**src/rtl/wb_uart_regs.sv**
```systemverilog
// wb_uart_regs
// Wishbone classic slave register bank between the bus and the UART FIFOs.
// Bus writes to TXDATA become TX FIFO pushes and bus reads of RXDATA become
// RX FIFO pops. The block also holds sticky overflow/overrun flags and the
// interrupt enables, and drives one registered level interrupt.
// Every side effect is committed on the accept edge. Ack, push and pop
// strobes are asserted for the single cycle that follows that edge.

module wb_uart_regs #(
   parameter int DATA_BITS = 8
) (
   input  logic                 i_clk,
   input  logic                 i_rst_n,
   // Wishbone classic slave
   input  logic                 i_wb_cyc,
   input  logic                 i_wb_stb,
   input  logic                 i_wb_we,
   input  logic [1:0]           i_wb_adr,
   input  logic [31:0]          i_wb_dat,
   output logic [31:0]          o_wb_dat,
   output logic                 o_wb_ack,
   // TX FIFO write side
   output logic [DATA_BITS-1:0] o_tx_data,
   output logic                 o_tx_write,
   input  logic                 i_tx_full,
   input  logic                 i_tx_empty,
   // RX FIFO read side
   input  logic [DATA_BITS-1:0] i_rx_data,
   output logic                 o_rx_read,
   input  logic                 i_rx_full,
   input  logic                 i_rx_empty,
   input  logic                 i_rx_push,
   // interrupt
   output logic                 o_irq
);

   // Register word addresses
   localparam logic [1:0] ADR_TXDATA = 2'd0;
   localparam logic [1:0] ADR_RXDATA = 2'd1;
   localparam logic [1:0] ADR_STATUS = 2'd2;
   localparam logic [1:0] ADR_CTRL   = 2'd3;

   // Bit positions inside STATUS and CTRL
   localparam int ST_TX_OVF = 4;
   localparam int ST_RX_OVR = 5;
   localparam int CT_RX_IE  = 0;
   localparam int CT_TX_IE  = 1;
   localparam int CT_ERR_IE = 2;

   // Bus-facing state
   logic                 r_ack;
   logic [31:0]          r_rd_dat;
   logic                 r_tx_write;
   logic [DATA_BITS-1:0] r_tx_data;
   logic                 r_rx_read;
   logic                 r_irq;

   // Programmer-visible state
   logic [2:0]           r_ctrl;
   logic                 r_tx_ovf;
   logic                 r_rx_ovr;

   // Decoded per-accept actions
   logic                 w_accept;
   logic                 w_tx_push;
   logic                 w_rx_pop;
   logic                 w_ctrl_wr;
   logic                 w_tx_ovf_set;
   logic                 w_tx_ovf_clr;
   logic                 w_rx_ovr_set;
   logic                 w_rx_ovr_clr;
   logic [31:0]          w_rd_data;
   logic                 w_irq_next;

   // Only a handful of the write-data bits land in registers. The rest are
   // folded into this name so that they read as deliberately unused.
   logic                 w_unused;
   assign w_unused = ^i_wb_dat;

   // The ack register itself blocks a new accept, so a master that holds
   // cyc/stb high gets one transaction every two cycles.
   assign w_accept = i_wb_cyc & i_wb_stb & ~r_ack;

   // An overrun is noticed whenever the receiver pushes into a full FIFO,
   // whether or not a bus cycle is in progress.
   assign w_rx_ovr_set = i_rx_push & i_rx_full;

   // Decode the accepted access into push/pop/W1C/CTRL-write actions
   always_comb begin
      w_tx_push    = 1'b0;
      w_rx_pop     = 1'b0;
      w_ctrl_wr    = 1'b0;
      w_tx_ovf_set = 1'b0;
      w_tx_ovf_clr = 1'b0;
      w_rx_ovr_clr = 1'b0;
      if (w_accept) begin
         case (i_wb_adr)
            ADR_TXDATA: begin
               if (i_wb_we) begin
                  // A byte written while the FIFO is full is dropped and
                  // only leaves a trace in tx_ovf.
                  if (i_tx_full) begin
                     w_tx_ovf_set = 1'b1;
                  end else begin
                     w_tx_push = 1'b1;
                  end
               end
            end
            ADR_RXDATA: begin
               // Pop only when the head is valid, so an empty read has no
               // side effect on the FIFO.
               if (!i_wb_we && !i_rx_empty) begin
                  w_rx_pop = 1'b1;
               end
            end
            ADR_STATUS: begin
               if (i_wb_we) begin
                  w_tx_ovf_clr = i_wb_dat[ST_TX_OVF];
                  w_rx_ovr_clr = i_wb_dat[ST_RX_OVR];
               end
            end
            default: begin
               if (i_wb_we) begin
                  w_ctrl_wr = 1'b1;
               end
            end
         endcase
      end
   end

   // Read-data mux, sampled into o_wb_dat on a read accept
   always_comb begin
      w_rd_data = '0;
      case (i_wb_adr)
         ADR_RXDATA: begin
            if (!i_rx_empty) begin
               w_rd_data = {1'b1, {(31-DATA_BITS){1'b0}}, i_rx_data};
            end
         end
         ADR_STATUS: begin
            w_rd_data[0]         = i_tx_full;
            w_rd_data[1]         = i_tx_empty;
            w_rd_data[2]         = i_rx_full;
            w_rd_data[3]         = ~i_rx_empty;
            w_rd_data[ST_TX_OVF] = r_tx_ovf;
            w_rd_data[ST_RX_OVR] = r_rx_ovr;
         end
         ADR_CTRL: begin
            w_rd_data[2:0] = r_ctrl;
         end
         default: begin
            // TXDATA reads back as zero
            w_rd_data = '0;
         end
      endcase
   end

   // Interrupt source, computed from current enables, FIFO levels and flags
   always_comb begin
      w_irq_next = (r_ctrl[CT_RX_IE]  & ~i_rx_empty)
                 | (r_ctrl[CT_TX_IE]  &  i_tx_empty)
                 | (r_ctrl[CT_ERR_IE] & (r_tx_ovf | r_rx_ovr));
   end

   // Bus handshake: ack, strobes and the data registers
   always_ff @(posedge i_clk or negedge i_rst_n) begin
      if (!i_rst_n) begin
         r_ack      <= 1'b0;
         r_rd_dat   <= '0;
         r_tx_write <= 1'b0;
         r_tx_data  <= '0;
         r_rx_read  <= 1'b0;
      end else begin
         r_ack      <= w_accept;
         r_tx_write <= w_tx_push;
         r_rx_read  <= w_rx_pop;
         if (w_tx_push) begin
            r_tx_data <= i_wb_dat[DATA_BITS-1:0];
         end
         // Read data holds between reads so a slow master can still see it
         if (w_accept && !i_wb_we) begin
            r_rd_dat <= w_rd_data;
         end
      end
   end

   // CTRL register and sticky error flags. A set wins over a W1C clear in
   // the same cycle, so no error event is ever lost.
   always_ff @(posedge i_clk or negedge i_rst_n) begin
      if (!i_rst_n) begin
         r_ctrl   <= '0;
         r_tx_ovf <= 1'b0;
         r_rx_ovr <= 1'b0;
      end else begin
         if (w_ctrl_wr) begin
            r_ctrl <= i_wb_dat[2:0];
         end
         r_tx_ovf <= w_tx_ovf_set | (r_tx_ovf & ~w_tx_ovf_clr);
         r_rx_ovr <= w_rx_ovr_set | (r_rx_ovr & ~w_rx_ovr_clr);
      end
   end

   // Registered level interrupt, lagging its sources by one cycle
   always_ff @(posedge i_clk or negedge i_rst_n) begin
      if (!i_rst_n) begin
         r_irq <= 1'b0;
      end else begin
         r_irq <= w_irq_next;
      end
   end

   assign o_wb_ack   = r_ack;
   assign o_wb_dat   = r_rd_dat;
   assign o_tx_write = r_tx_write;
   assign o_tx_data  = r_tx_data;
   assign o_rx_read  = r_rx_read;
   assign o_irq      = r_irq;

endmodule

```
**config.mk**
```make
export PLATFORM = sky130hd
export DESIGN_NAME = wb_uart_regs
export DESIGN_NICKNAME = d
export VERILOG_FILES = /design/src/rtl/wb_uart_regs.sv
export SDC_FILE = /design/constraint.sdc
export NUM_CORES = 1
export LEC_CHECK = 0
export BUFFER_PORTS_ARGS = -buffer_cell sky130_fd_sc_hd__buf_2
export CORE_ASPECT_RATIO = 1.1
export CORE_MARGIN = 2
export CORE_UTILIZATION = 41
export DETAILED_ROUTE_END_ITERATION = 7
export PLACE_DENSITY_LB_ADDON = 0.08
export SLEW_MARGIN = 0
export SYNTH_ARGS = -nofsm -noshare
export SYNTH_HDL_FRONTEND = slang
export SYNTH_SLANG_ARGS = --single-unit
```
**constraint.sdc**
```tcl
create_clock -name i_clk -period 1.6 [get_ports i_clk]
set_input_delay 0.08 -clock i_clk [delete_from_list [all_inputs] [get_ports i_clk]]
set_output_delay 0.08 -clock i_clk [all_outputs]
set_load 0.02 [all_outputs]
```
==> out/results.ini <==
[critical_path]
rrSetupSlack_ps = 80
worstSetupPathType = reg -> reg
r2r-start = o_wb_ack$_DFF_PN0_
critPathMaxFanout = 9
crit-reg2reg-capture = o_tx_data[6]$_DFFE_PN0P_
crit_path_start = o_wb_ack$_DFF_PN0_
crit_path_end = o_tx_data[6]$_DFFE_PN0P_
cp.arrival_ps = 1740
cp_data_required_time_ps = 1820
critPathLaunchType = register
worstSetupEndpointType = register
rr_worst_depth = 4

[cts]
tritoncts_clock_tree = built
numCtsBuffers = 3
worst_setup_hold_path_clk_slew_ps = 130
postCtsSetupRepairBufs = 0
root_buffer = sky130_fd_sc_hd__clkbuf_4
clockBufferDepth = 2
clkLatencyLatePin_ps = 310
htree_num_levels = 1
clock_sink_count = 26

[timing]
timing.final.ws_setup_ps = 78.9
timing.setup.tns_ps = 0
final_period_minus_worst_setup_slack_ps = 1520
worstMarginPinSlew_ps = 588
report.final.setup_viol = 0
hold_viol_final = 0
grt_setup_unrepaired = no
finalMaxSlewViolations = 0
achievable-frequency_mhz = 657
clock-skew-final_ps = 1.07
layout_worst_path_cycle_share_pct = 95.1
holdWs_ps = 17.6
worst_max_slew_margin_expressed_relative_to_the_limit_pct = 60.8

[floorplanning]
initial_utilization_pct = 43.9
row_count = 21
die_height_um = 64.4
fp.coreArea_mm2 = 0.00310
die-area_mm2 = 0.00379
die-width_um = 58.9
boundaryPins = 96

[logic_synthesis]
post_synth_inst_count = 117
ys_seq_elements = 26
synth_sequential_area_ratio_pct = 47.8
mappedNetlistArea_mm2 = 0.00136
synthDistinctLibCells = 28
avgSynthCellArea_um2 = 11.6
yosysWarningCount = 0

[detailed_routing]
detail_route.drc_violations = 4
num_vias = 1016
detailedRoute.firstIterationViolations = 33
ant_nets = 0
drtPass1Iterations = 6
postRouteWirelength_um = 2750
routedWlPerCell_um = 12.7
vias_per_cell = 4.70

[finish]
fin_cells = 216
finish.net_count = 241
layout_commonest_cell = sky130_fd_sc_hd__buf_2
area_growth_pct = 28.7
final_core_utilization_pct = 56.5
antenna_diode_instance_count = 0
layout.cells.most_common_list = 48 x sky130_fd_sc_hd__buf_2, 26 x sky130_fd_sc_hd__dfrtp_1, 23 x sky130_fd_sc_hd__conb_1, 15 x sky130_fd_sc_hd__dlygate4sd3_1, 13 x sky130_fd_sc_hd__nand2_1
drive_gt1_share_pct = 37.9

[pwr]
irDropWorstVdd_mv = 0.327
p_per_area_mw_per_mm2 = 910
sequentialPowerShare_pct = 50.7
comb_power_share_pct = 28.9
swShare_pct = 31.4
power.share.clock_pct = 20.4
static-leakage-power_nw = 0.939
switching_power_mw = 0.501
intPower_mw = 1.09

[global_routing]
global_route.overflow_total = 0
grt_start_max_net_pins = 27
grt_usage_pct = 15.1
grt_antenna_before_repair = 0
number_of_global_route_vias_before_repair = 941
grt_pass1_wl_um = 4400

[status]
failing_checks = DRC
outcome = finished, violations left

[min_path]
hold_class = in -> reg

[placement]
post_place_cells = 197
io_buffers = 48
post-place-ws_ps = 105
hpwl_um = 2020
routabilityCongestion = 0.723

[job]
max-cap-violations = 0

power by group through the flow:
stage          Sequential, mW  Clock (mW)  Combinational (mW)
2_1_floorplan           0.902           0               0.233
3_3_place_gp            0.816           0               0.429
3_5_place_dp            0.822           0               0.432
4_1_cts                 0.808       0.346               0.462
5_1_grt                 0.824       0.366               0.499
6_report                0.808       0.325               0.460
cell families (layout without fill, tap and decap cells):
group	Yosys count	in the layout	share of synthesized area, %
DFF	26	26	47.8
other	1	23	0.276
AOI/OAI and AO/OA	19	19	10.1
buffers and inverters	31	74	15.5
adders and majority gates	6	6	5.52
and+or+nand+nor	22	22	8.56
muxes	12	12	12.1
synth_stat cells (all sizes together):
library cell,instances,share of area (%)
a21oi,1,0.37
a222oi,2,1.5
a22o,2,1.3
a22oi,3,1.7
a31oi,1,0.46
a32o,1,0.74
and3b,1,0.64
and4b,1,1.0
buf,25,14
clkbuf,2,0.55
conb,1,0.28
dfrtp,26,48
ha,6,5.5
inv,4,1.1
mux2,12,12
nand2,13,3.6
nand3,2,0.74
nand4bb,1,0.83
nor2,1,0.28
nor2b,1,0.46
nor3b,1,0.55
o21ai,5,1.8
o31ai,3,1.7
o41ai,1,0.64
or2,1,0.46
metrics by stage:
stage | power (mW) | cell area, um2
floorplan | 1.14 | 1440
global placement | 1.24 | 1560
detailed placement | 1.25 | 1560
CTS | 1.62 | 1750
global route | 1.69 | 1750
finish | 1.59 | 1750
sequential cells by signal, summed over array words and instances (netlist names):
signal,count
o_rx_read,1
o_tx_write,1
r_ctrl,3
r_rx_ovr,1
o_irq,1
o_tx_data,8
o_wb_ack,1
o_wb_dat,9
r_tx_ovf,1
worst max-delay path, stage by stage (launching register included):
cell                      delay, ps
sky130_fd_sc_hd__dfrtp_1        430
sky130_fd_sc_hd__and4b_4        340
sky130_fd_sc_hd__and3b_1        200
sky130_fd_sc_hd__buf_12         150
sky130_fd_sc_hd__mux2_4         300
routing by layer:
metal,vias up,share of wire (%),track usage [%]
li1,491,-,-
met1,479,43,20.3
met2,46,49,24.3
met3,0,7.1,1.42
met4,0,0,6.82
met5,-,0,0
repair_timing:
action | CTS | global route
hold endpoints to repair | 41 | 0
hold buffers | 15 | 0
gates resized for setup | 0 | 0
final cells by class:
class | count | area, um2
well taps | 34 | 42.5
fillers | 295 | 1350
repair buffers | 66 | 425
multi-input cells | 82 | 581
inverters | 4 | 15.0
clock buffers | 4 | 36.3
flip-flops and latches | 26 | 651
worst min-delay path by stage:
| stage | startpoint | cells after the start | end | slack, ps |
|---|---|---|---|---|
| CTS | i_wb_dat[1] | 2 | r_ctrl[1]$_DFFE_PN0P_ | 4 |
| floorplan | i_rst_n | 0 | o_irq$_DFF_PN0_ | -220 |
| global placement | i_rst_n | 1 | o_wb_dat[7]$_DFFE_PN0P_ | 100 |
| finish | i_wb_dat[1] | 2 | o_tx_data[1]$_DFFE_PN0P_ | 20 |
| detailed placement | i_rst_n | 1 | o_wb_dat[7]$_DFFE_PN0P_ | 110 |
| global route | i_wb_dat[1] | 2 | r_ctrl[1]$_DFFE_PN0P_ | 10 |
Note: power is estimated with default switching activity, not from simulation.
